File: config.mk
export PLATFORM = sky130hd
export DESIGN_NAME = ethernetsystem_perf_counter_reader
export DESIGN_NICKNAME = d
export VERILOG_FILES = /design/src/rtl/ethernetsystem_perf_counter_reader.sv
export SDC_FILE = /design/constraint.sdc
export NUM_CORES = 1
export LEC_CHECK = 0
export BUFFER_PORTS_ARGS = -buffer_cell sky130_fd_sc_hd__buf_2
export CAP_MARGIN = 20
export CORE_MARGIN = 4
export CORE_UTILIZATION = 45
export DETAILED_ROUTE_END_ITERATION = 6
export HOLD_SLACK_MARGIN = 0.03
export PLACE_DENSITY_LB_ADDON = 0.2
export SYNTH_ARGS = -nofsm -noshare
export SYNTH_HDL_FRONTEND = slang
export SYNTH_SLANG_ARGS = --single-unit
File: constraint.sdc
create_clock -name clk -period 1.7 [get_ports clk]
set_input_delay 0.255 -clock clk [delete_from_list [all_inputs] [get_ports clk]]
set_output_delay 0.255 -clock clk [all_outputs]
set_load 0.01 [all_outputs]
File: src/rtl/ethernetsystem_perf_counter_reader.sv
// ethernetsystem_perf_counter_reader
//
// Avalon-MM master that snapshots the EthernetSystem performance counter
// slave and streams the captured words out on a ready/valid interface.
//
// Sequence per accepted start:
//   [freeze write] -> for each section s, word w in {time lo, time hi, event}:
//   read 4s+w, wait for readdatavalid (or time out), push the word
//   -> [global-clear write] -> [resume write] -> done pulse.
//
// Ports:
//   clk, reset_n                 clock, asynchronous active-low reset
//   start                        one-cycle snapshot request (ignored while busy)
//   freeze, clear, resume        options, sampled together with start
//   busy, done, error            status: busy span, completion pulse,
//                                sticky read-timeout flag
//   avm_*                        Avalon-MM master (word addressed)
//   st_data, st_valid, st_ready,
//   st_last                      snapshot word stream, st_last on final word
module ethernetsystem_perf_counter_reader #(
    parameter int unsigned NUM_SECTIONS = 4,
    parameter int unsigned TIMEOUT      = 255
) (
    input  logic        clk,
    input  logic        reset_n,

    input  logic        start,
    input  logic        freeze,
    input  logic        clear,
    input  logic        resume,
    output logic        busy,
    output logic        done,
    output logic        error,

    output logic [3:0]  avm_address,
    output logic        avm_read,
    output logic        avm_write,
    output logic [31:0] avm_writedata,
    output logic        avm_begintransfer,
    input  logic        avm_waitrequest,
    input  logic [31:0] avm_readdata,
    input  logic        avm_readdatavalid,

    output logic [31:0] st_data,
    output logic        st_valid,
    input  logic        st_ready,
    output logic        st_last
);

    typedef enum logic [2:0] {
        StIdle,
        StFreeze,
        StRead,
        StWait,
        StPush,
        StClear,
        StResume,
        StDone
    } state_e;

    localparam int unsigned TmoW        = 16;
    localparam logic [TmoW-1:0] TmoLast = TmoW'(TIMEOUT - 1);
    localparam logic [1:0] LastSec      = 2'(NUM_SECTIONS - 1);
    localparam logic [31:0] TimeoutWord = 32'hDEAD_BEEF;

    // Control slave register map (word addresses)
    localparam logic [3:0] AddrCtrl0   = 4'd0;  // section 0 stop / global reset
    localparam logic [3:0] AddrCtrl1   = 4'd1;  // section 0 start
    localparam logic [31:0] DataStop   = 32'd0;
    localparam logic [31:0] DataGlbRst = 32'd1;
    localparam logic [31:0] DataStart  = 32'd0;

    state_e          state_q, state_d;
    logic [1:0]      sec_q, sec_d;       // section index s
    logic [1:0]      wrd_q, wrd_d;       // word within section w (0..2)
    logic [TmoW-1:0] tmo_q, tmo_d;
    logic [31:0]     data_q, data_d;
    logic            error_q, error_d;
    logic            clear_q, clear_d;
    logic            resume_q, resume_d;
    // Set while a request has been presented but stalled by waitrequest, so
    // begintransfer only marks the first request cycle.
    logic            began_q, began_d;

    logic            req_read;
    logic            req_write;
    logic [3:0]      req_addr;
    logic [31:0]     req_data;
    logic            last_word;

    assign last_word = (sec_q == LastSec) && (wrd_q == 2'd2);

    always_comb begin
        state_d   = state_q;
        sec_d     = sec_q;
        wrd_d     = wrd_q;
        tmo_d     = tmo_q;
        data_d    = data_q;
        error_d   = error_q;
        clear_d   = clear_q;
        resume_d  = resume_q;
        req_read  = 1'b0;
        req_write = 1'b0;
        req_addr  = 4'd0;
        req_data  = 32'd0;

        unique case (state_q)
            StIdle: begin
                if (start) begin
                    clear_d  = clear;
                    resume_d = resume;
                    error_d  = 1'b0;
                    sec_d    = 2'd0;
                    wrd_d    = 2'd0;
                    state_d  = freeze ? StFreeze : StRead;
                end
            end

            // Stopping section 0 disables counting globally.
            StFreeze: begin
                req_write = 1'b1;
                req_addr  = AddrCtrl0;
                req_data  = DataStop;
                if (!avm_waitrequest) begin
                    state_d = StRead;
                end
            end

            StRead: begin
                req_read = 1'b1;
                req_addr = {sec_q, wrd_q};
                if (!avm_waitrequest) begin
                    tmo_d   = '0;
                    state_d = StWait;
                end
            end

            // tmo_q counts completed wait cycles; fire on the TIMEOUT-th cycle.
            StWait: begin
                if (avm_readdatavalid) begin
                    data_d  = avm_readdata;
                    state_d = StPush;
                end else if (tmo_q == TmoLast) begin
                    error_d = 1'b1;
                    data_d  = TimeoutWord;
                    state_d = StPush;
                end else begin
                    tmo_d = tmo_q + TmoW'(1);
                end
            end

            StPush: begin
                if (st_ready) begin
                    if (wrd_q == 2'd2) begin
                        wrd_d = 2'd0;
                        sec_d = sec_q + 2'd1;
                    end else begin
                        wrd_d = wrd_q + 2'd1;
                    end
                    if (!last_word) begin
                        state_d = StRead;
                    end else if (clear_q) begin
                        state_d = StClear;
                    end else if (resume_q) begin
                        state_d = StResume;
                    end else begin
                        state_d = StDone;
                    end
                end
            end

            // Global reset zeroes every counter and enable.
            StClear: begin
                req_write = 1'b1;
                req_addr  = AddrCtrl0;
                req_data  = DataGlbRst;
                if (!avm_waitrequest) begin
                    state_d = resume_q ? StResume : StDone;
                end
            end

            // Restarting section 0 also bumps event_counter_0 by one.
            StResume: begin
                req_write = 1'b1;
                req_addr  = AddrCtrl1;
                req_data  = DataStart;
                if (!avm_waitrequest) begin
                    state_d = StDone;
                end
            end

            StDone: begin
                state_d = StIdle;
            end

            default: begin
                state_d = StIdle;
            end
        endcase
    end

    assign began_d = (req_read || req_write) && avm_waitrequest;

    always_ff @(posedge clk or negedge reset_n) begin
        if (!reset_n) begin
            state_q  <= StIdle;
            sec_q    <= 2'd0;
            wrd_q    <= 2'd0;
            tmo_q    <= '0;
            data_q   <= 32'd0;
            error_q  <= 1'b0;
            clear_q  <= 1'b0;
            resume_q <= 1'b0;
            began_q  <= 1'b0;
        end else begin
            state_q  <= state_d;
            sec_q    <= sec_d;
            wrd_q    <= wrd_d;
            tmo_q    <= tmo_d;
            data_q   <= data_d;
            error_q  <= error_d;
            clear_q  <= clear_d;
            resume_q <= resume_d;
            began_q  <= began_d;
        end
    end

    // Request outputs are decoded from registered state only, so they stay
    // stable for the whole stalled transfer.
    always_comb begin
        avm_read          = req_read;
        avm_write         = req_write;
        avm_address       = req_addr;
        avm_writedata     = req_write ? req_data : 32'd0;
        avm_begintransfer = (req_read || req_write) && !began_q;

        st_data  = data_q;
        st_valid = (state_q == StPush);
        st_last  = (state_q == StPush) && last_word;

        busy  = (state_q != StIdle) && (state_q != StDone);
        done  = (state_q == StDone);
        error = error_q;
    end

endmodule
-- Word-level counts from Yosys, hierarchy flattened
Index checks and enable logic that the tools add are counted.
Widths: inputs -> output; s select.
- register bits after elaboration: 59
- bits in latches: 0
- memory bits (writable): 0
- ROM bits: 0
- input port bits: 41
- memories kept: 0
- add/subtract/negate cells: 3
- $mul: 0
- divide/modulo/power cells: 0
- order comparisons: 0
- eq/ne operators: 22
- shift-type cells: 0
- mux-type cells: 35
- bitwise gates (word level): 0
- reduce and logical (&&, ||, !) cells: 21
- operator list (operator ; number):
    $mux 32 ; 3
    $mux 16 ; 3
    $pmux 16 s2 ; 1
    $mux 3 ; 9
    $pmux 3 s8 ; 1
    $add 16x1->16 const B ; 1
    $eq 16x8->1 const B ; 1
    $ne 2x2->1 const B ; 8
    $mux 2 ; 7
    $eq 3x3->1 const B ; 4
    $reduce_and 4->1 ; 3
    $pmux 2 s2 ; 2
    $pmux 4 s2 ; 1
    $reduce_bool 2->1 ; 4
    $mux 1 ; 7
    $reduce_and 7->1 ; 1
    $eq 3x2->1 const B ; 2
    $ne 3x3->1 const B ; 2
    $logic_and 1x1->1 ; 5
    $add 2x1->2 const B ; 2
    $eq 2x2->1 const B ; 2
    $ne 2x1->1 const B ; 2
    $reduce_and 2->1 ; 2
    $eq 3x1->1 const B ; 1
    7 further kinds ; 7

-- Longest topological paths before layout
- depth after elaboration: 5
- mapped depth: 8
- depth with buffers taken out: 6

-- Worst setup path after synthesis
Ideal clock, no wire load.
- path type: reg-to-reg
- from: register tmo_q[0]
- to: register tmo_q[6]
- library setup time: 133 ps
- arrival: 1513 ps
- required time: 1567 ps
- slack: 55 ps
- stages on the path, launching flop included: 9
- clock period less this slack: 1645 ps
- path through: dfrtp_1 > inv_1 > ha_1 > nor4b_2 > and4_1 > buf_2 > buf_6 > o31ai_1 > o41ai_1
- cells in the longest elaborated chain, start to end: 4
- elaborated cells on any way between the ends: 7
- classes of those cells: add/sub: 1; eq/ne: 2; mux: 3; reduce/logical: 1
- RTL lines (what ; RTL line ; RTL):
    start: declaration ; 76 ; logic [TmoW-1:0] tmo_q, tmo_d;
    start signal: assignment ; 219 ; tmo_q <= tmo_d;
    $add 16x1->16 ; 148 ; tmo_d = tmo_q + TmoW'(1);
    $mux 16 ; 143 ; end else if (tmo_q == TmoLast) begin
    $mux 16 ; 140 ; if (avm_readdatavalid) begin
    $pmux 16 s2 ; 107 ; unique case (state_q)
Several ways; a longest one is shown, not always the timed one. The select of a mux whose other input is x is not followed.
A chain may end at the register's enable or synchronous reset.

-- Worst setup path after layout
- from: register state_q[0]
- to: output port busy
- cells in the longest elaborated chain, start to end: 2
- elaborated cells on any way between the ends: 3
- classes of those cells: eq/ne: 1; reduce/logical: 2
- RTL lines (what ; RTL line ; RTL):
    start: declaration ; 73 ; state_e state_q, state_d;
    start signal: assignment ; 206 ; state_q <= StIdle;
    start signal: assignment ; 216 ; state_q <= state_d;
    $ne 3x3->1 or $reduce_bool 3->1 (tied branches) ; 241 ; busy = (state_q != StIdle) && (state_q != StDone);
    $logic_and 1x1->1 (*) ; 241 ;
    end: declaration ; 31 ; output logic busy,
Mark *: on every way between the ends. The rest lies on a longest branch, timed or not.

==> summary.txt <==
Timing
  • RSZ-0062 raised after global routing: true
  • Layout Skew: 0.00718 ns
  • Setup Viol. Count Final: 0
  • Hold_ws: 0.136 ns
  • Final hold violation count: 0
  • Final Slew Violations: 0
  • Fin crit period: 1.70 ns
  • FMAX: 0.589 GHz
  • Tcrit/Tclk final: 0.999
  • Sum Neg Setup Slack: 0 ns

Critical path
  • Crit-path cells: buf_6 -> or2_4 -> nor2_2 -> nor2_1 -> buf_2
  • Crit-path max FO: 6
  • Type of origin of the critical path: flip-flop
  • Crit path from: state_q[0]$_DFFE_PN0P_
  • Critical path's slowest cell: dfrtp_1
  • Critical path endpoint category: output port
  • WP data required: 1.44 ns
  • Crit path DAT: 1.44 ns
  • Largest stage delay on the critical path: 0.42 ns
  • FF-to-FF Start: state_q[0]$_DFFE_PN0P_
  • Crit Path Category: flip-flop to output port

Layout
  • Area growth, synth to finish: 37.1%
  • Fin area: 4270 um^2
  • Most frequent cells in the layout: 84 x buf_2, 59 x dfrtp_1, 40 x buf_4, 31 x conb_1, 25 x o22a_1
  • Layout cell share with drive strength beyond 1: 0.430
  • Commonest non-fill, non-tap cell in the layout: buf_2
  • Final core occ: 0.632
  • Final cell count without fillers: 515
  • Multi-input gate area: 1540 um^2
  • # nets final: 474
  • N_diodes: 0
  • Sequential cell area: 1480 um^2
  • Filler instances: 553

Detailed routing
  • DR vias: 2785
  • Via-to-Cell Ratio: 5.41
  • ANT nets after route: 0
  • WL per Instance: 15.6 um
  • DR WL met2: 3780 um
  • First-iteration detailed-routing DRC count: 126
  • Residual DRC count: 0
  • Drt total wl: 8040 um
  • Highest metal used: met4
  • DR pass1 iterations: 5
  • Met3 WL: 575 um
  • Met1 wire length: 3580 um

Job
  • Maxcap violations: 0

Synth
  • Mapped Avg Cell Area: 10.5 um^2
  • Post-synth EDFFs: 0
  • Sequential area share after synthesis: 0.474
  • Syn Inst Count: 298
  • Post-synth top flop: dfrtp_1
  • Synth async-reset ratio: 1.00
  • FF+latch count, synth: 59
  • Syn Std Cell Area: 3120 um^2
  • Post-synth cell types: 55
  • Yosys warning total: 0

Die
  • Die height: 91.2 um
  • Rows: 30
  • Num ports: 117
  • Initial core utilization: 0.461
  • Total core area: 6760 um^2
  • Die X-Extent: 91.2 um
  • Die Area: 8320 um^2

GRT
  • Initial antenna violation count: 0
  • Vias in the first global route: 2612
  • Congestion Overflow GR: 0
  • Overall global routing resource usage: 0.189
  • Largest net degree at the start of global routing: 60
  • First-pass GRT wire length: 12600 um

Placed design
  • DP HPWL: 5390 um
  • PortBufs: 85
  • Placed insts: 477
  • Dpl cell area: 3730 um^2
  • Routability cong.: 0.794

Clock tree
  • TritonCTS clock tree: built
  • Longest Clk Path Bufs: 2
  • Clock Latency Late Sink: 0.34 ns
  • CTS Buf Count: 9
  • Reg clk slew, reported paths: 0.07 ns
  • CTS sink cnt: 59
  • Number of H-tree levels: 3
  • Root Buffer: clkbuf_8

Power and ir drop
  • P_leak: 1.97 nW
  • Pwr dens: 1700 nW/um^2
  • Worst IR drop on VDD: 1040 uV

Status
  • Status: finished clean

Worst hold path
  • Worst min-delay path class: primary input to flip-flop
  • HP Start: avm_readdata[20]
-- cells in the mapped netlist (2+ instances only) --
cell type	instances	share of area
mux2_2	2	0.0072
o22a_1	25	0.070
o21ai_0	20	0.032
buf_4	33	0.079
nand2b_1	9	0.018
or2_1	2	0.0040
a21o_1	2	0.0048
buf_2	2	0.0032
o221ai_1	3	0.0084
nand2_1	17	0.020
clkbuf_1	11	0.013
o21a_1	2	0.0048
and4_1	3	0.0084
a22o_1	10	0.028
and4_2	2	0.0064
nor3_1	2	0.0032
nand3_1	8	0.013
a221oi_1	2	0.0056
nor3b_1	2	0.0048
or4_1	2	0.0048
o211ai_1	2	0.0048
a21oi_1	5	0.0080
a31oi_1	2	0.0040
nor2_1	10	0.012
o22ai_1	3	0.0060
nand3b_1	5	0.012
o31ai_1	8	0.019
and2_1	6	0.012
nor2b_1	5	0.010
o311ai_0	3	0.0084
inv_1	3	0.0036
dfrtp_1	59	0.47
nand4_1	4	0.0080
ha_1	3	0.012
-- power by group --
group | total [mW] | internal (mW) | switching, mW
registers | 2.33 | 1.94 | 0.392
clock network | 1.49 | 0.910 | 0.584
logic | 3.42 | 1.72 | 1.70
-- layer usage --
metal,global-route usage,vias up
met5,0,-
met4,0.0817,0
met3,0.0489,11
met2,0.289,108
met1,0.254,1348
li1,-,1318
-- final cells by class --
cell class / count / share of cell area
multi-input cells: 219 / 0.360
flip-flops and latches: 59 / 0.346
clock inverters: 5 / 0.0196
repair buffers: 138 / 0.214
clock buffers: 11 / 0.0354
inverters: 3 / 0.00264
well taps: 80 / 0.0234
-- critical path, delay by kind of cell, from the launching register on --
kind / cells / cell delay, ns
DFF: 1 / 0.42
and+or+nand+nor: 3 / 0.39
buffers and inverters: 2 / 0.29
-- final timing paths --
path / to / slack [ns] / cells past startpoint
max: busy / 0.002 / 5
min: st_data[20]$_DFFE_PN0P_ / 0.14 / 2
max reg2reg: tmo_q[14]$_DFFE_PN0P_ / 0.03 / 6
min reg2reg: st_data[2]$_DFFE_PN0P_ / 0.48 / 1
max in group asynchronous: st_data[18]$_DFFE_PN0P_ / 0.98 / 3
min in group asynchronous: st_data[20]$_DFFE_PN0P_ / 0.44 / 3
-- per-stage QoR --
step	worst slack (ns)	total power, mW
2_1_floorplan	0.0546	4.00
3_3_place_gp	0.0450	5.05
3_5_place_dp	0.0114	5.12
4_1_cts	-0.00350	6.93
5_1_grt	-0.0830	7.70
6_report	0.00205	7.24
-- what timing repair did --
action,CTS,global route
cloned,1,1
gates resized for setup,16,27
hold endpoints to repair,59,0
buffers inserted,10,10
hold buffers,1,0
setup endpoints to repair,12,58
pin swaps,1,13
-- sequential cells by signal, summed over array words and instances, names as in the netlist --
| signal | count |
|---|---|
| sec_q | 2 |
| began_q | 1 |
| state_q | 3 |
| resume_q | 1 |
| st_data | 32 |
| clear_q | 1 |
| tmo_q | 16 |
| error | 1 |
| wrd_q | 2 |
-- cell families after synthesis --
kind of cell    Yosys count  synth area share
simple gates             89             0.176
compound gates           93             0.224
fa+ha+maj                 3            0.0120
mux                       3            0.0104
buf+inv                  50             0.103
other cells               1           0.00120
flops                    59             0.474
Power figures use the tool's default switching activity.
